==> src/rtl/alu_control_pkg.sv <==
// ============================================================================
// Module      : alu_control_pkg
// Description : ALU-control constants: ALUOp classes, opcodes, functs, ALU codes.
// Revision    : 1.0 - initial release
// ============================================================================
`default_nettype none

package alu_control_pkg;

    // Operation class from main control
    localparam logic [1:0] ALUOP_MEM = 2'b00;
    localparam logic [1:0] ALUOP_BR  = 2'b01;
    localparam logic [1:0] ALUOP_R   = 2'b10;
    localparam logic [1:0] ALUOP_I   = 2'b11;

    // R-type opcode groups
    localparam logic [3:0] OPC_R_ARITH = 4'b0000;
    localparam logic [3:0] OPC_R_LOGIC = 4'b0001;
    localparam logic [3:0] OPC_R_SHIFT = 4'b0010;

    // I-type opcodes
    localparam logic [3:0] OPC_ADDI = 4'b1001;
    localparam logic [3:0] OPC_SLTI = 4'b1010;
    localparam logic [3:0] OPC_ANDI = 4'b1011;
    localparam logic [3:0] OPC_ORI  = 4'b1100;

    localparam logic [1:0] FUNCT_0 = 2'b00;
    localparam logic [1:0] FUNCT_1 = 2'b01;
    localparam logic [1:0] FUNCT_2 = 2'b10;
    localparam logic [1:0] FUNCT_3 = 2'b11;

    typedef logic [3:0] alu_code_t;

    localparam alu_code_t ALU_AND = 4'b0000;
    localparam alu_code_t ALU_OR  = 4'b0001;
    localparam alu_code_t ALU_ADD = 4'b0010;
    localparam alu_code_t ALU_XOR = 4'b0011;
    localparam alu_code_t ALU_SLL = 4'b1000;
    localparam alu_code_t ALU_SRL = 4'b1001;
    localparam alu_code_t ALU_SUB = 4'b0110;
    localparam alu_code_t ALU_SLT = 4'b0111;
    localparam alu_code_t ALU_NOR = 4'b1100;

endpackage

`default_nettype wire

==> src/rtl/alu_control_decode.sv <==
// ============================================================================
// Module      : alu_control_decode
// Description : Combinational ALUOp/Opcode/Funct decoder. XOR/NOR shift-group
//               extension enabled by macro ALU_CONTROL_LOGIC_EXT_EN.
// Revision    : 1.0 - initial release
// ============================================================================
`default_nettype none

module alu_control_decode
    import alu_control_pkg::*;
#(
    parameter logic [3:0] DEFAULT_CTRL = 4'b0010
) (
    input  logic [1:0] alu_op_i,
    input  logic [3:0] opcode_i,
    input  logic [1:0] funct_i,
    output logic [3:0] alu_ctrl_o,
    output logic       illegal_o
);

    alu_code_t w_code;
    logic      w_hit;

    // Opcode/Funct are only examined inside the classes that use them, so
    // unknowns on don't-care fields never reach the outputs.
    always_comb begin
        w_code = ALU_ADD;
        w_hit  = 1'b0;
        case (alu_op_i)
            ALUOP_MEM: begin w_code = ALU_ADD; w_hit = 1'b1; end
            ALUOP_BR:  begin w_code = ALU_SUB; w_hit = 1'b1; end
            ALUOP_R: begin
                case (opcode_i)
                    OPC_R_ARITH: begin
                        case (funct_i)
                            FUNCT_0: begin w_code = ALU_ADD; w_hit = 1'b1; end
                            FUNCT_1: begin w_code = ALU_SUB; w_hit = 1'b1; end
                            FUNCT_2: begin w_code = ALU_SLT; w_hit = 1'b1; end
                            default: ;
                        endcase
                    end
                    OPC_R_LOGIC: begin
                        case (funct_i)
                            FUNCT_0: begin w_code = ALU_AND; w_hit = 1'b1; end
                            FUNCT_1: begin w_code = ALU_OR;  w_hit = 1'b1; end
                            default: ;
                        endcase
                    end
                    OPC_R_SHIFT: begin
                        case (funct_i)
                            FUNCT_0: begin w_code = ALU_SLL; w_hit = 1'b1; end
                            FUNCT_1: begin w_code = ALU_SRL; w_hit = 1'b1; end
`ifdef ALU_CONTROL_LOGIC_EXT_EN
                            FUNCT_2: begin w_code = ALU_XOR; w_hit = 1'b1; end
                            FUNCT_3: begin w_code = ALU_NOR; w_hit = 1'b1; end
`endif
                            default: ;
                        endcase
                    end
                    default: ;
                endcase
            end
            ALUOP_I: begin
                case (opcode_i)
                    OPC_ADDI: begin w_code = ALU_ADD; w_hit = 1'b1; end
                    OPC_SLTI: begin w_code = ALU_SLT; w_hit = 1'b1; end
                    OPC_ANDI: begin w_code = ALU_AND; w_hit = 1'b1; end
                    OPC_ORI:  begin w_code = ALU_OR;  w_hit = 1'b1; end
                    default: ;
                endcase
            end
            default: ;
        endcase
    end

    assign alu_ctrl_o = w_hit ? w_code : DEFAULT_CTRL;
    assign illegal_o  = ~w_hit;

endmodule

`default_nettype wire

==> src/rtl/alu_control.sv <==
// ============================================================================
// Module      : alu_control
// Description : Registered ALU-control decoder (1-cycle latency, sync reset).
//               Optional XOR/NOR extension via macro ALU_CONTROL_LOGIC_EXT_EN.
// Revision    : 1.0 - initial release
// ============================================================================
`default_nettype none

module alu_control
    import alu_control_pkg::*;
#(
    parameter logic [3:0] RESET_CTRL   = 4'b0000,
    parameter logic [3:0] DEFAULT_CTRL = 4'b0010
) (
    input  logic       clk_i,
    input  logic       rst_i,
    input  logic [1:0] alu_op_i,
    input  logic [3:0] opcode_i,
    input  logic [1:0] funct_i,
    output logic [3:0] alu_ctrl_o,
    output logic       illegal_o
);

    logic [3:0] alu_ctrl_d, alu_ctrl_q;
    logic       illegal_d,  illegal_q;

    alu_control_decode #(
        .DEFAULT_CTRL (DEFAULT_CTRL)
    ) u_decode (
        .alu_op_i   (alu_op_i),
        .opcode_i   (opcode_i),
        .funct_i    (funct_i),
        .alu_ctrl_o (alu_ctrl_d),
        .illegal_o  (illegal_d)
    );

    always_ff @(posedge clk_i) begin
        if (rst_i) begin
            alu_ctrl_q <= RESET_CTRL;
            illegal_q  <= 1'b0;
        end else begin
            alu_ctrl_q <= alu_ctrl_d;
            illegal_q  <= illegal_d;
        end
    end

    assign alu_ctrl_o = alu_ctrl_q;
    assign illegal_o  = illegal_q;

endmodule

`default_nettype wire

==> config.mk <==
export PLATFORM = sky130hd
export DESIGN_NAME = alu_control
export DESIGN_NICKNAME = d
export VERILOG_FILES = /design/src/rtl/alu_control_pkg.sv /design/src/rtl/alu_control_decode.sv /design/src/rtl/alu_control.sv
export SDC_FILE = /design/constraint.sdc
export NUM_CORES = 1
export LEC_CHECK = 0
export ABC_CLOCK_PERIOD_IN_PS = 1580
export CORE_UTILIZATION = 32
export CTS_CLUSTER_DIAMETER = 50
export DETAILED_ROUTE_END_ITERATION = 8
export PLACE_DENSITY_LB_ADDON = 0.3
export SKIP_CTS_REPAIR_TIMING = 1
export SLEW_MARGIN = 20
export SYNTH_ARGS = -nofsm -noshare
export SYNTH_HDL_FRONTEND = slang
export SYNTH_HIERARCHICAL = 1
export SYNTH_SLANG_ARGS = --single-unit
export TNS_END_PERCENT = 5
==> constraint.sdc <==
create_clock -name clk_i -period 1.58 [get_ports clk_i]
set_input_delay 0.316 -clock clk_i [delete_from_list [all_inputs] [get_ports clk_i]]
set_output_delay 0.316 -clock clk_i [all_outputs]
set_load 0.05 [all_outputs]
Word level (Yosys, flattened, before mapping)
Index checks and enable logic that the tools add are counted.
{"block": "word_totals", "memories": 0, "latch_bits": 0, "elab_cells": 36, "inputBits": 10, "ff_bits": 5, "mem_bits_ro": 0, "output_inout_bits": 5, "ram_bits": 0}
{"block": "op_classes", "shifts": 0, "eq_ne": 11, "add_sub_neg": 0, "muxes": 12, "bitwise": 1, "div_mod_pow": 0, "n_reduce_logical": 9, "order_cmp": 0, "mul": 0}
{"op": "equality test 4 bit, second input constant", "count": 4}
{"op": "case mux 4 bit (4 select lines)", "count": 1}
{"op": "case mux 4 bit (3 select lines)", "count": 1}
{"op": "case mux 3 bit (3 select lines)", "count": 1}
{"op": "case mux 4 bit (2 select lines)", "count": 1}
{"op": "OR reduction 2 bit", "count": 4}
{"op": "equality test 2 bit, second input constant", "count": 3}
{"op": "case mux 3 bit (2 select lines)", "count": 1}
{"op": "equality test 2 x 1 -> 1 bit, second input constant", "count": 2}
{"op": "equality test 4 x 1 -> 1 bit, second input constant", "count": 1}
{"op": "equality test 4 x 2 -> 1 bit, second input constant", "count": 1}
{"op": "logical NOT 2 bit", "count": 2}
{"op": "logical NOT 4 bit", "count": 1}
{"op": "case mux 2 bit (2 select lines)", "count": 1}
{"op": "OR reduction 4 bit", "count": 1}
{"op": "2-to-1 mux 1 bit", "count": 3}
{"op": "case mux 1 bit (3 select lines)", "count": 1}
{"op": "OR reduction 3 bit", "count": 1}
{"op": "2-to-1 mux 2 bit", "count": 1}
{"op": "case mux 1 bit (2 select lines)", "count": 1}
{"op": "inverter 1 bit", "count": 1}

Longest topological paths before layout
{"block": "logic_depth", "depth_word": 7, "ltp_mapped": 6}

Cells and area by module
Netlist, hierarchy kept.
{"module": "alu_control_decode", "instances": 1, "seq_area_each_um2": 0.0, "area_each_um2": 292.8, "cells_each": 35}
{"module": "alu_control", "instances": 1, "seq_area_each_um2": 100.1, "area_each_um2": 131.4, "cells_each": 10}

Worst setup path before layout
OpenSTA, ideal clock, no wires.
{"block": "synth_timing", "path_type": "input-to-reg", "start": "in funct_i[1]", "end": "reg alu_ctrl_q[1] (netlist: alu_ctrl_o[1])", "required_ns": 1.515, "path_buffers": 0, "path_slack_ns": 0.202, "arrival_time_ns": 1.313, "stages": 6, "path_cell_list": "inv_1 ha_1 or2_2 a32o_1 o22ai_1 nor2b_1"}
{"block": "synth_between", "elab_chain_len": 6, "word_cells_on_any_way": 14, "cone_classes": "eq/ne (2); mux (9); reduce/logical (3)"}
{"item": "from (decl)", "line_no": "alu_control.sv:19", "rtl": "input logic [1:0] funct_i,"}
{"item": "equality test 2 bit (tied with other cells)", "line_no": "alu_control_decode.sv:35", "rtl": "case (funct_i)"}
{"item": "OR reduction 3 bit (no line) / OR reduction 2 bit (equally long branches)"}
{"item": "2-to-1 mux 1 bit (on tied branches)", "line_no": "alu_control_decode.sv:35, alu_control_decode.sv:43, alu_control_decode.sv:50"}
{"item": "case mux 1 bit (2 select lines)", "line_no": "alu_control_decode.sv:33", "rtl": "case (opcode_i)"}
{"item": "case mux 1 bit (3 select lines)", "line_no": "alu_control_decode.sv:29", "rtl": "case (alu_op_i)"}
{"item": "2-to-1 mux 2 bit *", "line_no": "alu_control_decode.sv:76", "rtl": "assign alu_ctrl_o = w_hit ? w_code : DEFAULT_CTRL;"}
{"item": "via alu_ctrl_d[1]", "line_no": "alu_control.sv:24", "rtl": "logic [3:0] alu_ctrl_d, alu_ctrl_q;"}
{"item": "to (signal assigned)", "line_no": "alu_control.sv:42", "rtl": "alu_ctrl_q <= alu_ctrl_d;"}
{"item": "to (decl)", "line_no": "alu_control.sv:24"}
The timed path passes the listed nets; every way through them passes the cells marked *.
A chain may end at the register's enable or synchronous reset.

Worst setup path in the final report
{"block": "layout_timing", "start": "in opcode_i[3]", "end": "reg alu_ctrl_q[1] (netlist: alu_ctrl_o[1])"}
{"block": "layout_between", "elab_chain_len": 5, "word_cells_on_any_way": 16, "cone_classes": "eq/ne (6); mux (7); reduce/logical (3)"}
{"item": "from (decl)", "line_no": "alu_control.sv:18", "rtl": "input logic [3:0] opcode_i,"}
{"item": "equality test 4 x 1 -> 1 bit (tied with other cells)", "line_no": "alu_control_decode.sv:33"}
{"item": "OR reduction 2 bit (no line) / OR reduction 4 bit (equally long branches)"}
{"item": "case mux 1 bit (2 select lines) / 2-to-1 mux 1 bit (equally long branches)", "line_no": "alu_control_decode.sv:33, alu_control_decode.sv:64"}
{"item": "case mux 1 bit (3 select lines)", "line_no": "alu_control_decode.sv:29"}
{"item": "2-to-1 mux 2 bit *", "line_no": "alu_control_decode.sv:76"}
{"item": "via alu_ctrl_d[1]", "line_no": "alu_control.sv:24"}
Marks and branches as above.

==> results.txt <==
status - completed
syn avg cell area - 9.426 sq um
most common library cells after synthesis - 5 x sky130_fd_sc_hd__dfxtp_1, 5 x sky130_fd_sc_hd__nor2b_1, 4 x sky130_fd_sc_hd__ha_1, 3 x sky130_fd_sc_hd__inv_1, 3 x sky130_fd_sc_hd__o21ai_0
area added between synthesis and finish - 64.01%
count of buffers inserted at the top-level ports - 14
Power Total - 0.4139 mW
worst endpoint required time - 1.75 ns
number of clock buffers inserted by TritonCTS - 3
RD Place Congestion - 0.7601
number of ports placed on the die boundary - 15
placeable core region - 0.001171 sq mm
Cell Area, Synth - 424.2 sq um
total grt overflow - 0
highest achievable clock rate - 0.6786 GHz
data arrival at the endpoint of the critical path - 1.65 ns
Least-Margin Pin Slew - 0.3176 ns
power density over the cells - 595.0 mW/mm^2
layout cells sized above 1 - 40.28%
Routed WL - 967 um
post-layout net count - 87
number of vias in the routed layout - 427
final critical path time including I/O delays and setup - 1.474 ns
kind of launch point of the worst setup path - primary input
EDFF count, synth - 0
first-pass iteration count of the detailed router - 4
Vias/cell - 4.965
CTS H-tree depth - 1
clock root cell - sky130_fd_sc_hd__clkbuf_4
category of the worst setup path capture point - register
TritonCTS clock tree - built
initial DRC count - 7
worst min-delay path category - primary input to register
cell types with the largest area share after synthesis - sky130_fd_sc_hd__dfxtp_1 24%, sky130_fd_sc_hd__ha_1 12%, sky130_fd_sc_hd__nor2b_1 7.4%, sky130_fd_sc_hd__buf_6 5.3%, sky130_fd_sc_hd__and4b_1 4.7%
area share of the leading cell type in the synthesized netlist - 23.60%
Peak VDD IR - 0.1957 mV
Seq. cell area - 100.1 sq um
half-perimeter wire length of the detailed placement result - 675.1 um
WS Path Type - primary input to register
number of synthesis warnings - 6
largest net degree at the start of global routing - 9
Antenna Cells - 0
proportion of register bits with asynchronous set or reset after synthesis - 0%
number of nets produced by synthesis - 59
Row Count - 12
Period Utilization, post-route - 93.27%
Slew Viols, Final - 0
crit path setup slack, layout - 0.1064 ns
# placed instances - 82
combined area of the multi-input logic cells - 310.3 sq um
average routed wire per standard cell - 11.24 um
cell count after synthesis - 45
Worst Setup Slack post-DPL - -0.4004 ns
Slew HR - 78.60%
starting density of the core - 36.22%
all-layer global routing usage - 13.93%
Leak - 0.3459 nW
number of global-route vias before repair - 385
initial antenna violation count - 0
library cell with the largest summed area after synthesis - sky130_fd_sc_hd__dfxtp_1
setup repair after global routing missed its margin - no
synth unique cells - 25
vertical die dimension - 38.41 um
clock net sink count - 5
clock-pin slew on the worst setup and hold paths - 0.04 ns
final setup vio count - 0
die width - 38.41 um
wire length of the first global-routing pass - 1449 um
flip-flop and latch count after synthesis - 5
DRC violations left - 0
crit path max fanout - 5
flip-flop cell with the highest count after synthesis - sky130_fd_sc_hd__dfxtp_1
Max Root-Sink Buffers - 2
sequential fraction of the synthesis area - 23.60%
antenna viol nets, final - 0
final cell count without fillers - 86
die outline area - 0.001475 sq mm
Max Cap Violations - 0
Fin. Hold Viols - 0
Filler cells - 110
-- layout by cell type, fill, tap and decap left out, types with 2 or more instances in the layout --
| cell | Yosys | routed |
|---|---|---|
| sky130_fd_sc_hd__buf_4 | 0 | 17 |
| sky130_fd_sc_hd__nor2b_1 | 5 | 5 |
| sky130_fd_sc_hd__dfxtp_1 | 5 | 5 |
| sky130_fd_sc_hd__dlymetal6s2s_1 | 0 | 5 |
| sky130_fd_sc_hd__clkdlybuf4s50_1 | 0 | 4 |
| sky130_fd_sc_hd__clkbuf_4 | 0 | 3 |
| sky130_fd_sc_hd__o21ai_0 | 3 | 3 |
| sky130_fd_sc_hd__ha_1 | 4 | 3 |
| sky130_fd_sc_hd__inv_1 | 3 | 2 |
| sky130_fd_sc_hd__xor2_1 | 2 | 2 |
| sky130_fd_sc_hd__nand3_1 | 2 | 2 |
| sky130_fd_sc_hd__a22oi_1 | 2 | 2 |
| sky130_fd_sc_hd__and4b_1 | 2 | 2 |
-- metal layers --
layer | vias to the layer above | GRT usage (%) | part of all wire (%)
li1 | 221 | - | -
met5 | - | 0 | 0
met1 | 191 | 17.65 | 42
met2 | 15 | 22.46 | 53
met3 | 0 | 0 | 5.0
met4 | 0 | 10.34 | 0
-- stage by stage --
| step | area, sq um | setup TNS, ns | hold WS [ns] | utilization (%) |
|---|---|---|---|---|
| 2_1_floorplan | 424.2 | 0 | 0.3876 | - |
| 3_3_place_gp | 631.9 | -1.622 | 0.7663 | 53.95 |
| 3_5_place_dp | 631.9 | -1.699 | 0.7658 | 53.95 |
| 4_1_cts | 658.1 | -0.5358 | 0.7164 | 56.20 |
| 5_1_grt | 695.7 | 0 | 0.6734 | 59.40 |
| 6_report | 695.7 | 0 | 0.6339 | 59.40 |
-- power by group --
part           internal, mW  switching (mW)
logic                0.0694          0.0692
registers             0.132         0.00117
clock network        0.0951          0.0472
total                 0.296           0.118
-- critical path: stages --
cell and delay (ns):
sky130_fd_sc_hd__clkdlybuf4s50_1 0.43, sky130_fd_sc_hd__buf_4 0.17, sky130_fd_sc_hd__and4b_1 0.22, sky130_fd_sc_hd__a32o_1 0.21, sky130_fd_sc_hd__o22ai_1 0.17, sky130_fd_sc_hd__nor2b_1 0.14
-- logic make-up after synthesis --
| group | synth area share, % |
|---|---|
| and+or+nand+nor | 30.68 |
| AOI/OAI and AO/OA | 20.65 |
| buffers and inverters | 9.143 |
| DFF | 23.60 |
| adders and majority gates | 11.80 |
| xor gates and xnor gates | 4.131 |
-- final timing paths --
check | startpoint | end | slack [ns] | cells after the start
max | opcode_i[3] | alu_ctrl_o[1] | 0.11 | 6
min | opcode_i[1] | alu_ctrl_o[1] | 0.63 | 3
-- layout make-up --
type                       count  share of cell area (%)
multi-input combinational     34                   44.60
inverter                       3                   1.619
timing repair buffer          26                   33.09
sequential                     5                   14.39
tap                           14                   2.518
clock buffer                   4                   3.777
-- registers in the layout, summed over array words and instances (netlist names) --
name	cells
alu_ctrl_o	4
illegal_o	1
Power figures use the tool's default switching activity.
==> RTL edit, RTL diff (same settings) <==
Build with the macro `ALU_CONTROL_LOGIC_EXT_EN` defined.
--- a/src/rtl/alu_control_decode.sv
+++ b/src/rtl/alu_control_decode.sv
@@ -6,4 +6,6 @@
 // ============================================================================
 `default_nettype none
+
+`define ALU_CONTROL_LOGIC_EXT_EN
 
 module alu_control_decode
Check against the original RTL: not equivalent (a bounded check fails within 4 cycles, from zero or initial values and one cycle with rst_i high).
==> RTL edit against the unedited design <==
- the run now ends with setup timing left
- power up 8.5%
- worst setup slack lost 140 ps
- first-iteration DRC count down 14%
- design area up 16%
- sequential cell count unchanged
- routed wire length grew 33%
- global-route usage increased by 4.4 points
- synthesized cell count is 29% higher
- area after synthesis rose by 14%
- critical endpoint is now alu_ctrl_o[0]
==> RTL edit: results (changes against the unedited design) <==
- Leakage: 0.402 nW (was 0.346 nW)
- Leading post-synthesis cells by cell area: dfxtp_1 (21%), ha_1 (13%), nor2b_1 (6.5%) (was dfxtp_1 (24%), ha_1 (12%), nor2b_1 (7.4%))
- First-pass GRT wire length: 1.97 mm (was 1.45 mm)
- Post-DP Area: 721 um2 (was 632 um2)
- CP Capture Point: alu_ctrl_o[0] (was alu_ctrl_o[1])
- Comb pwr share: 37.6% (was 33.5%)
- Outcome: complete, but fails checks (was completed)
- Largest net degree at the start of global routing: 13 (was 9)
- # diodes: 0 (unchanged)
- Crit path from: opcode_i[0] (was opcode_i[3])
- Failing checks: setup timing
- Logic power comb: 0.000169 W (was 0.000139 W)
- Worst path max stage delay: 470 ps (was 430 ps)
- Vias in the first global route: 471 (was 385)
- Final WL: 1.29 mm (was 967 um)
- CP Max Fanout: 12 (was 5)
- HPWL after detailed placement: 919 um (was 675 um)
- Grt met3 use: 3.26% (was 0%)
- M1 WL: 590 um (was 405 um)
- Worst-path clk slew: 40 ps (about the same)
- Sw Share: 31.1% (was 28.4%)
- Final net count: 104 (was 87)
- Slew headroom: 72.1% (was 78.6%)
- Pre-CTS WS: -347 ps (was -400 ps)
- Fraction of layout instances using a drive strength above 1: 39.8% (was 40.3%)
- Final setup viols: 1 (was 0)
- Hold_sp: funct_i[1] (was opcode_i[1])
- VDD IR max: 0.172 mV (was 0.196 mV)
- Gpl congestion: 0.749 (was 0.760)
- Setup WS post-layout: -35.1 ps (was 106 ps)
- Commonest cells in the netlist: dfxtp_1 (5), ha_1 (5), nor2b_1 (5) (was dfxtp_1 (5), nor2b_1 (5), ha_1 (4))
- Fill count: 124 (was 110)
- Post-Syn Nets: 73 (was 59)
- Yosys cell types: 32 (was 25)
- Worst hold endpoint: alu_ctrl_o[3] (was alu_ctrl_o[1])
- WHS Path Cells: 5 (was 3)
- DR WL met2: 644 um (was 513 um)
- Iter 0 DRT Violations: 6 (was 7)
- Met2 Use GR: 32.8% (was 22.5%)
- Max Used Layer: met3 (unchanged)
- WL met3: 53 um (was 48 um)
- Tot GR Track Use: 18.3% (was 13.9%)
- Met1 usage: 21.0% (was 17.6%)
- Dominant synthesized flop cell: dfxtp_1 (unchanged)
- Routed vias/inst: 5.14 (was 4.97)
- Critical Path AT: 1740 ps (was 1650 ps)
RTL edit: worst max-delay path, delay by kind of cell:
family          cells  cell delay [ps]
mux                 1              230
simple gates        2              180
compound gates      2              370
buf+inv             2              630
RTL edit: cells by family after synthesis:
family                     share of synthesized area (%)
AOI/OAI and AO/OA                                   22.7
and+or+nand+nor                                     30.0
xor gates and xnor gates                            1.81
adders and majority gates                           12.9
DFF                                                 20.7
buffers and inverters                               7.75
muxes                                               4.13
RTL edit: final cells by class:
type,count,area [um2],share of cell area [%]
flip-flops and latches,5,100,12.4
multi-input cells,45,382,47.2
clock buffers,4,26.3,3.25
repair buffers,30,267,33.0
inverters,4,15.0,1.86
well taps,15,18.8,2.32
RTL edit: stage by stage:
step	cells	setup TNS [ps]	hold WS, ps
floorplan	58	0	388
global placement	98	-1120	770
detailed placement	98	-1180	769
CTS	102	-208	740
global route	103	-56.7	694
finish	103	-35.1	647
